`src/rtl/unidade_controle_multiciclo_if.sv`:
```
// Control bus between the multicycle MIPS control unit and its datapath.
// The control unit takes opcode/zero in and drives every mux select and write enable.
interface unidade_controle_multiciclo_if;
   logic [5:0] opcode;
   logic       zero;
   logic       pc_en;
   logic       iord;
   logic       mem_write;
   logic       ir_write;
   logic       reg_dst;
   logic       mem_to_reg;
   logic       reg_write;
   logic       alu_src_a;
   logic [1:0] alu_src_b;
   logic [1:0] alu_op;
   logic [1:0] pc_src;
   logic       op_invalido;
   logic [3:0] estado;

   modport master (
      input  opcode, zero,
      output pc_en, iord, mem_write, ir_write, reg_dst, mem_to_reg,
      output reg_write, alu_src_a, alu_src_b, alu_op, pc_src,
      output op_invalido, estado
   );

   modport slave (
      output opcode, zero,
      input  pc_en, iord, mem_write, ir_write, reg_dst, mem_to_reg,
      input  reg_write, alu_src_a, alu_src_b, alu_op, pc_src,
      input  op_invalido, estado
   );
endinterface

```
`src/rtl/unidade_controle_multiciclo.sv`:
```
// Moore control FSM for the multicycle MIPS datapath.
// Sequences FETCH/DECODE and the per-opcode execute states.
module unidade_controle_multiciclo (
   input  logic                            clock,
   input  logic                            reset,
   unidade_controle_multiciclo_if.master   bus
);

   localparam logic [5:0] OP_RTYPE = 6'b000000;
   localparam logic [5:0] OP_LW    = 6'b100011;
   localparam logic [5:0] OP_SW    = 6'b101011;
   localparam logic [5:0] OP_BEQ   = 6'b000100;
   localparam logic [5:0] OP_ADDI  = 6'b001000;
   localparam logic [5:0] OP_J     = 6'b000010;

   typedef enum logic [3:0] {
      FETCH    = 4'd0,
      DECODE   = 4'd1,
      MEMADR   = 4'd2,
      MEMREAD  = 4'd3,
      MEMWB    = 4'd4,
      MEMWRITE = 4'd5,
      EXECUTE  = 4'd6,
      ALUWB    = 4'd7,
      BRANCH   = 4'd8,
      ADDIEXEC = 4'd9,
      ADDIWB   = 4'd10,
      JUMP     = 4'd11
   } state_t;

   state_t state;
   state_t next;
   logic   pc_write;
   logic   branch;

   always_ff @(posedge clock or posedge reset) begin
      if (reset) state <= FETCH;
      else       state <= next;
   end

   always_comb begin
      next             = FETCH;
      pc_write         = 1'b0;
      branch           = 1'b0;
      bus.iord         = 1'b0;
      bus.mem_write    = 1'b0;
      bus.ir_write     = 1'b0;
      bus.reg_dst      = 1'b0;
      bus.mem_to_reg   = 1'b0;
      bus.reg_write    = 1'b0;
      bus.alu_src_a    = 1'b0;
      bus.alu_src_b    = 2'b00;
      bus.alu_op       = 2'b00;
      bus.pc_src       = 2'b00;
      bus.op_invalido  = 1'b0;
      case (state)
         FETCH: begin
            next          = DECODE;
            bus.ir_write  = 1'b1;
            pc_write      = 1'b1;
            bus.alu_src_b = 2'b01;
         end
         DECODE: begin
            bus.alu_src_b = 2'b11;
            case (bus.opcode)
               OP_LW, OP_SW: next = MEMADR;
               OP_RTYPE:     next = EXECUTE;
               OP_BEQ:       next = BRANCH;
               OP_ADDI:      next = ADDIEXEC;
               OP_J:         next = JUMP;
               default: begin
                  next            = FETCH;
                  bus.op_invalido = 1'b1;
               end
            endcase
         end
         MEMADR: begin
            bus.alu_src_a = 1'b1;
            bus.alu_src_b = 2'b10;
            next = (bus.opcode == OP_SW) ? MEMWRITE : MEMREAD;
         end
         MEMREAD: begin
            bus.iord = 1'b1;
            next     = MEMWB;
         end
         MEMWB: begin
            bus.mem_to_reg = 1'b1;
            bus.reg_write  = 1'b1;
         end
         MEMWRITE: begin
            bus.iord      = 1'b1;
            bus.mem_write = 1'b1;
         end
         EXECUTE: begin
            bus.alu_src_a = 1'b1;
            bus.alu_op    = 2'b10;
            next          = ALUWB;
         end
         ALUWB: begin
            bus.reg_dst   = 1'b1;
            bus.reg_write = 1'b1;
         end
         BRANCH: begin
            bus.alu_src_a = 1'b1;
            bus.alu_op    = 2'b01;
            bus.pc_src    = 2'b01;
            branch        = 1'b1;
         end
         ADDIEXEC: begin
            bus.alu_src_a = 1'b1;
            bus.alu_src_b = 2'b10;
            next          = ADDIWB;
         end
         ADDIWB: bus.reg_write = 1'b1;
         JUMP: begin
            bus.pc_src = 2'b10;
            pc_write   = 1'b1;
         end
         default: next = FETCH;
      endcase
      // Reset blanks every output at once, even before the state register settles.
      if (reset) begin
         pc_write        = 1'b0;
         branch          = 1'b0;
         bus.iord        = 1'b0;
         bus.mem_write   = 1'b0;
         bus.ir_write    = 1'b0;
         bus.reg_dst     = 1'b0;
         bus.mem_to_reg  = 1'b0;
         bus.reg_write   = 1'b0;
         bus.alu_src_a   = 1'b0;
         bus.alu_src_b   = 2'b00;
         bus.alu_op      = 2'b00;
         bus.pc_src      = 2'b00;
         bus.op_invalido = 1'b0;
      end
      bus.pc_en  = pc_write | (branch & bus.zero);
      bus.estado = reset ? 4'd0 : state;
   end

endmodule

```
`src/flat_wrapper.sv`:
```
// flat-port wrapper written by rule: the top's interface ports become plain ports
module unidade_controle_multiciclo_flat 
  (clock, reset, bus_opcode, bus_zero, bus_pc_en, bus_iord, bus_mem_write, bus_ir_write, bus_reg_dst, bus_mem_to_reg, bus_reg_write, bus_alu_src_a, bus_alu_src_b, bus_alu_op, bus_pc_src, bus_op_invalido, bus_estado);
  unidade_controle_multiciclo_if bus_i ();
  input  logic clock;
  input  logic reset;
  input wire logic [$bits(bus_i.opcode)-1:0] bus_opcode;
  input wire logic [$bits(bus_i.zero)-1:0] bus_zero;
  output wire logic [$bits(bus_i.pc_en)-1:0] bus_pc_en;
  output wire logic [$bits(bus_i.iord)-1:0] bus_iord;
  output wire logic [$bits(bus_i.mem_write)-1:0] bus_mem_write;
  output wire logic [$bits(bus_i.ir_write)-1:0] bus_ir_write;
  output wire logic [$bits(bus_i.reg_dst)-1:0] bus_reg_dst;
  output wire logic [$bits(bus_i.mem_to_reg)-1:0] bus_mem_to_reg;
  output wire logic [$bits(bus_i.reg_write)-1:0] bus_reg_write;
  output wire logic [$bits(bus_i.alu_src_a)-1:0] bus_alu_src_a;
  output wire logic [$bits(bus_i.alu_src_b)-1:0] bus_alu_src_b;
  output wire logic [$bits(bus_i.alu_op)-1:0] bus_alu_op;
  output wire logic [$bits(bus_i.pc_src)-1:0] bus_pc_src;
  output wire logic [$bits(bus_i.op_invalido)-1:0] bus_op_invalido;
  output wire logic [$bits(bus_i.estado)-1:0] bus_estado;
  assign bus_i.opcode = bus_opcode;
  assign bus_i.zero = bus_zero;
  assign bus_pc_en = bus_i.pc_en;
  assign bus_iord = bus_i.iord;
  assign bus_mem_write = bus_i.mem_write;
  assign bus_ir_write = bus_i.ir_write;
  assign bus_reg_dst = bus_i.reg_dst;
  assign bus_mem_to_reg = bus_i.mem_to_reg;
  assign bus_reg_write = bus_i.reg_write;
  assign bus_alu_src_a = bus_i.alu_src_a;
  assign bus_alu_src_b = bus_i.alu_src_b;
  assign bus_alu_op = bus_i.alu_op;
  assign bus_pc_src = bus_i.pc_src;
  assign bus_op_invalido = bus_i.op_invalido;
  assign bus_estado = bus_i.estado;
  unidade_controle_multiciclo u_core (.clock(clock), .reset(reset), .bus(bus_i));
endmodule
```
`config.mk`:
```
export PLATFORM = sky130hd
export DESIGN_NAME = unidade_controle_multiciclo_flat
export DESIGN_NICKNAME = d
export VERILOG_FILES = /design/src/rtl/unidade_controle_multiciclo_if.sv /design/src/rtl/unidade_controle_multiciclo.sv /design/src/flat_wrapper.sv
export SDC_FILE = /design/constraint.sdc
export NUM_CORES = 1
export LEC_CHECK = 0
export ABC_AREA = 1
export CAP_MARGIN = 10
export CORE_UTILIZATION = 34
export CTS_CLUSTER_DIAMETER = 40
export DETAILED_ROUTE_END_ITERATION = 10
export PLACE_DENSITY = 0.78
export SLEW_MARGIN = 10
export SYNTH_ARGS = -nofsm -noshare
export SYNTH_HDL_FRONTEND = slang
export SYNTH_SLANG_ARGS = --single-unit
```
`constraint.sdc`:
```
create_clock -name clock -period 1.1 [get_ports clock]
set_input_delay 0.165 -clock clock [delete_from_list [all_inputs] [get_ports clock]]
set_output_delay 0.165 -clock clock [all_outputs]
set_load 0.005 [all_outputs]
```
==> summary.txt, run 1 <==
Synth
  – Synthesis-stage register bit count: 4
  – Yosys cell types: 18
  – Cell count after synthesis: between 90 and 100
  – Post-synth net total: between 100 and 150
  – Sequential element share of the synthesized area: 0.188
  – Average size of a mapped cell: approximately 5.5 um2
  – Synthesized cell area: ~530 um2
  – Synthesis Warnings: 0

CTS
  – Clock Path Buffers: 2
  – Post-CTS Hold Fix Bufs: 0
  – Cts bufs inserted: 3
  – Sink Count: 4
  – CTS H-tree lvls: 1
  – Root buffer cell: clkbuf_4

Placement
  – Dpl ws: -0.770 ns
  – # port buffers: 27
  – Inst Count DP: 164
  – DP HPWL: about 1300 um
  – GPL Wtd Cong: approximately 0.8

Global routing
  – Largest net degree at the start of global routing: 9

Floorplanning
  – Die width: between 40 and 50 um
  – Row Count: 13
  – Initial Utilization: 0.385
  – Die Y: 41.5 um
  – Top Ports: 28

Status
  – Stop Error: [ERROR DPL-0038] Utilization greater than 100%, impossible to legalize
  – Fail Step: global routing (5_1_grt)
  – Outcome: did not finish

STA
  – Worst endpoint pin kind: primary output
  – Worst endpoint after global-route timing repair: bus_alu_src_b[1]
-- kinds of logic after synthesis --
group	after synthesis	share of synthesized area
AO/OA/AOI/OAI	7	0.0753
buffers and inverters	21	0.151
AND/OR/NAND/NOR	65	0.586
flip-flops	4	0.188
-- cells in the mapped netlist --
cell type / number / area [um2]
nor2_1: 22 / 82.6
nand2_4: 1 / 11.3
buf_2: 1 / 5.00
inv_1: 13 / 48.8
dfrtp_1: 4 / 100
nor3_4: 1 / 16.3
inv_2: 7 / 26.3
a221oi_1: 1 / 8.76
nand2_1: 20 / 75.1
a31oi_1: 1 / 6.26
o21ai_0: 2 / 10.0
nand2_2: 5 / 31.3
a21oi_1: 3 / 15.0
nor3_1: 2 / 10.0
nand3_1: 10 / 50.1
nand4_1: 1 / 6.26
nor2_2: 1 / 6.26
nor2_4: 2 / 22.5
-- metrics by stage --
stage,area (um2),utilization,setup TNS [ns]
CTS,1320,0.953,-6.52
floorplan,532,-,0
global placement,1010,0.731,-11.81
detailed placement,1010,0.731,-12.43
-- what timing repair did --
| action | 4_1_cts |
|---|---|
| gates resized for setup | 129 |
| setup buffers | 20 |
| endpoints found under the setup margin | 23 |
| pin swaps | 19 |
==> inputs of run 2 (changes only) <==
CORE_AREA = 2 2 63 65   (was not set)
CORE_UTILIZATION = not set   (was 34)
CTS_CLUSTER_DIAMETER = not set   (was 40)
DIE_AREA = 0 0 65 67   (was not set)
PLACE_DENSITY = not set   (was 0.78)
PLACE_DENSITY_LB_ADDON = 0.15   (was not set)
clock period = 1.45 ns   (was 1.1 ns; I/O delays follow)
==> run 2 against run 1 <==
The flow now finishes, with violations (setup timing). Synthesized cell count unchanged. Area after synthesis unchanged.
==> summary.txt, run 2 <==
Synth
  – Synthesized cell area: between 500 and 600 um2
  – Synthesis-stage register bit count: 4
  – Cell count after synthesis: between 90 and 100
  – Synthesis Warnings: 0
  – Post-synth net total: between 100 and 150
  – Most common flop cell mapped by yosys: dfrtp_1
  – Synth cell count leaders: nor2_1, nand2_1, inv_1
  – Sequential element share of the synthesized area: 0.188
  – Leading area contributor after synthesis: dfrtp_1
  – Ranking of synthesized cells by area: dfrtp_1, nor2_1, nand2_1
  – Yosys cell types: 18
  – Top-area cell type share of the netlist area: 0.188
  – Most common cell in the netlist: nor2_1
  – EDFF count, synth: 0
  – Synth async-reset ratio: 1.00
  – Average size of a mapped cell: 5.48 um2

Floorplanning
  – Die area: approximately 4400 um2
  – Area of the core: between 3000 and 4000 um2
  – Initial Utilization: 0.147
  – Row Count: 22
  – Die Y: ~67 um
  – Top Ports: 28
  – Die width: 65 um

Cells and area
  – Number of fill cells: ~400
  – Regs by FF count: u_core.state x4
  – Post-layout util: 0.364
  – Most frequent cells in the layout: buf_4, nand2_1, inv_1, nor2_1
  – Biggest register: u_core.state
  – Final nets: 180
  – Inserted Diodes: 0
  – Area growth from synthesis to layout: 147%
  – Final Instance Count excl. Fillers: around 220
  – Share of layout cells above drive strength 1: 0.598
  – Most common cell after layout, fill and taps aside: buf_4
  – Max reg flops: 4

STA
  – Worst Tran Pin Value: approximately 0.18 ns
  – Clk_skew: 0.00350 ns
  – Unrepaired setup endpoints after global routing: yes
  – Period utilization: 1.07
  – Hold Fails Final Rpt: 0
  – Final setup viols: 10
  – Maximum clock frequency: between 600 and 700 MHz
  – Hold WS: between 0.2 and 0.3 ns
  – Setup Total Neg Slack: -0.502 ns
  – Crit path time final: around 1.6 ns
  – Slew HR: 0.881
  – Setup slack after layout: -0.102 ns
  – Pins Over Slew Limit: 0

Drt
  – Post-DRT Antenna Nets: 0
  – Remaining DRCs: 0
  – Total vias in the final route: 831
  – Drt via density: 3.83
  – WL per Instance: 10.1 um
  – DRT Pass-1 Iters: 4
  – Post-Route WL: approximately 2200 um
  – Initial DRC Count: 15

CTS
  – Clk Latency, worst-skew pair: ~0.22 ns
  – CTS tree: built
  – CTS H-tree lvls: 1
  – Clock Path Buffers: 2
  – Root buffer cell: clkbuf_8
  – Post-CTS Hold Fix Bufs: 0
  – Sink Count: 4
  – CTS clk-pin slew, worst paths: around 0.03 ns
  – Cts bufs inserted: 3

Min path
  – Hold Path Class: input pin to asynchronous set/reset pin

Global routing
  – Vias in the first global route: 825
  – Initial antenna violation count: 0
  – Largest net degree at the start of global routing: 9
  – Global-route wire length before repair: around 3700 um
  – GR Util All Layers: 0.112
  – Overflow after GRT: 0

Pwr
  – VDD IR max: ~0.00036 V
  – Leak: between 0.7 and 0.8 nW
  – Pwr/cell area: about 1300 nW/um2

Status
  – Failing checks: setup timing
  – Outcome: finished, violations left

Critical path
  – Worst EP required: approximately 1.2 ns
  – Critical path endpoint category: primary output
  – Reg2Reg Launch Point: u_core.state[3]
  – Crit path launch type: register
  – CP max FO: 4
  – Reg2reg setup slack: 0.15 ns
  – R2r worst-path depth: 8
  – CP Data Arrival Time: approximately 1.3 ns
  – R2R Path End: u_core.state[1]
  – CP Class: register to primary output

Placement
  – # port buffers: 27
  – GPL Wtd Cong: 0.833
  – Dpl ws: -0.495 ns
  – DP HPWL: 1640 um
  – Inst Count DP: 197

Job
  – Number of max-cap violations: 0
==> run 2: worst max-delay path by stage <==
stage	from	endpoint
2_1_floorplan	u_core.state[3]	bus_reg_write
3_3_place_gp	bus_opcode[2]	bus_op_invalido
3_5_place_dp	reset	bus_reg_write
4_1_cts	u_core.state[1]	bus_mem_to_reg
5_1_grt	u_core.state[3]	bus_pc_en
6_report	u_core.state[1]	bus_reg_write
==> run 2: what timing repair did <==
action | 4_1_cts | 5_1_grt
resized for setup | 87 | 28
setup buffers | 13 | 4
pin swaps | 10 | 10
endpoints found under the setup margin | 19 | 16
==> run 2: metrics by stage <==
| stage | instance area (um2) | total power [mW] |
|---|---|---|
| floorplan | 532 | 0.569 |
| global placement | 1050 | 1.10 |
| detailed placement | 1050 | 1.10 |
| CTS | 1220 | 1.59 |
| global route | 1310 | 1.88 |
| finish | 1310 | 1.74 |
==> run 2: area by class of cell <==
class | instances | area [um2] | area share
clock buffers | 3 | 41.3 | 0.0315
inverters | 20 | 77.6 | 0.0592
multi-input cells | 72 | 483 | 0.368
flip-flops and latches | 4 | 101 | 0.0773
well taps | 48 | 60.1 | 0.0458
repair buffers | 70 | 548 | 0.418
==> run 2: worst max-delay path, stage by stage, from the launching register on <==
cell     delay (ns)
dfrtp_1        0.40
nor2_1         0.07
inv_2          0.08
buf_6          0.10
nor2_4         0.03
buf_6          0.10
a31oi_1        0.14
nand2_1        0.06
buf_2          0.12
==> run 2: per-layer routing <==
metal | up-vias | wire [um] | share of wire | track usage
li1 | 445 | - | - | -
met1 | 359 | 872 | 0.40 | 0.118
met2 | 25 | 1150 | 0.53 | 0.202
met3 | 2 | 129 | 0.059 | 0.0220
met4 | 0 | 31 | 0.014 | 0.0718
met5 | - | 0 | 0 | 0
==> run 2: cells by family (layout without fill, tap and decap cells) <==
group / Yosys count / in the layout / synth area share
AO/OA/AOI/OAI: 7 / 7 / 0.0753
buffers and inverters: 21 / 93 / 0.151
AND/OR/NAND/NOR: 65 / 65 / 0.586
flip-flops: 4 / 4 / 0.188
==> run 2: where the power goes <==
| group | internal, mW | leakage (nW) | switching [mW] |
|---|---|---|---|
| Clock | 0.177 | 0.0216 | 0.0573 |
| Sequential | 0.148 | 0.0514 | 0.0368 |
| Combinational | 0.699 | 0.680 | 0.625 |
| Total | 1.02 | 0.753 | 0.719 |
No activity file was read; power rests on OpenSTA's default activity.
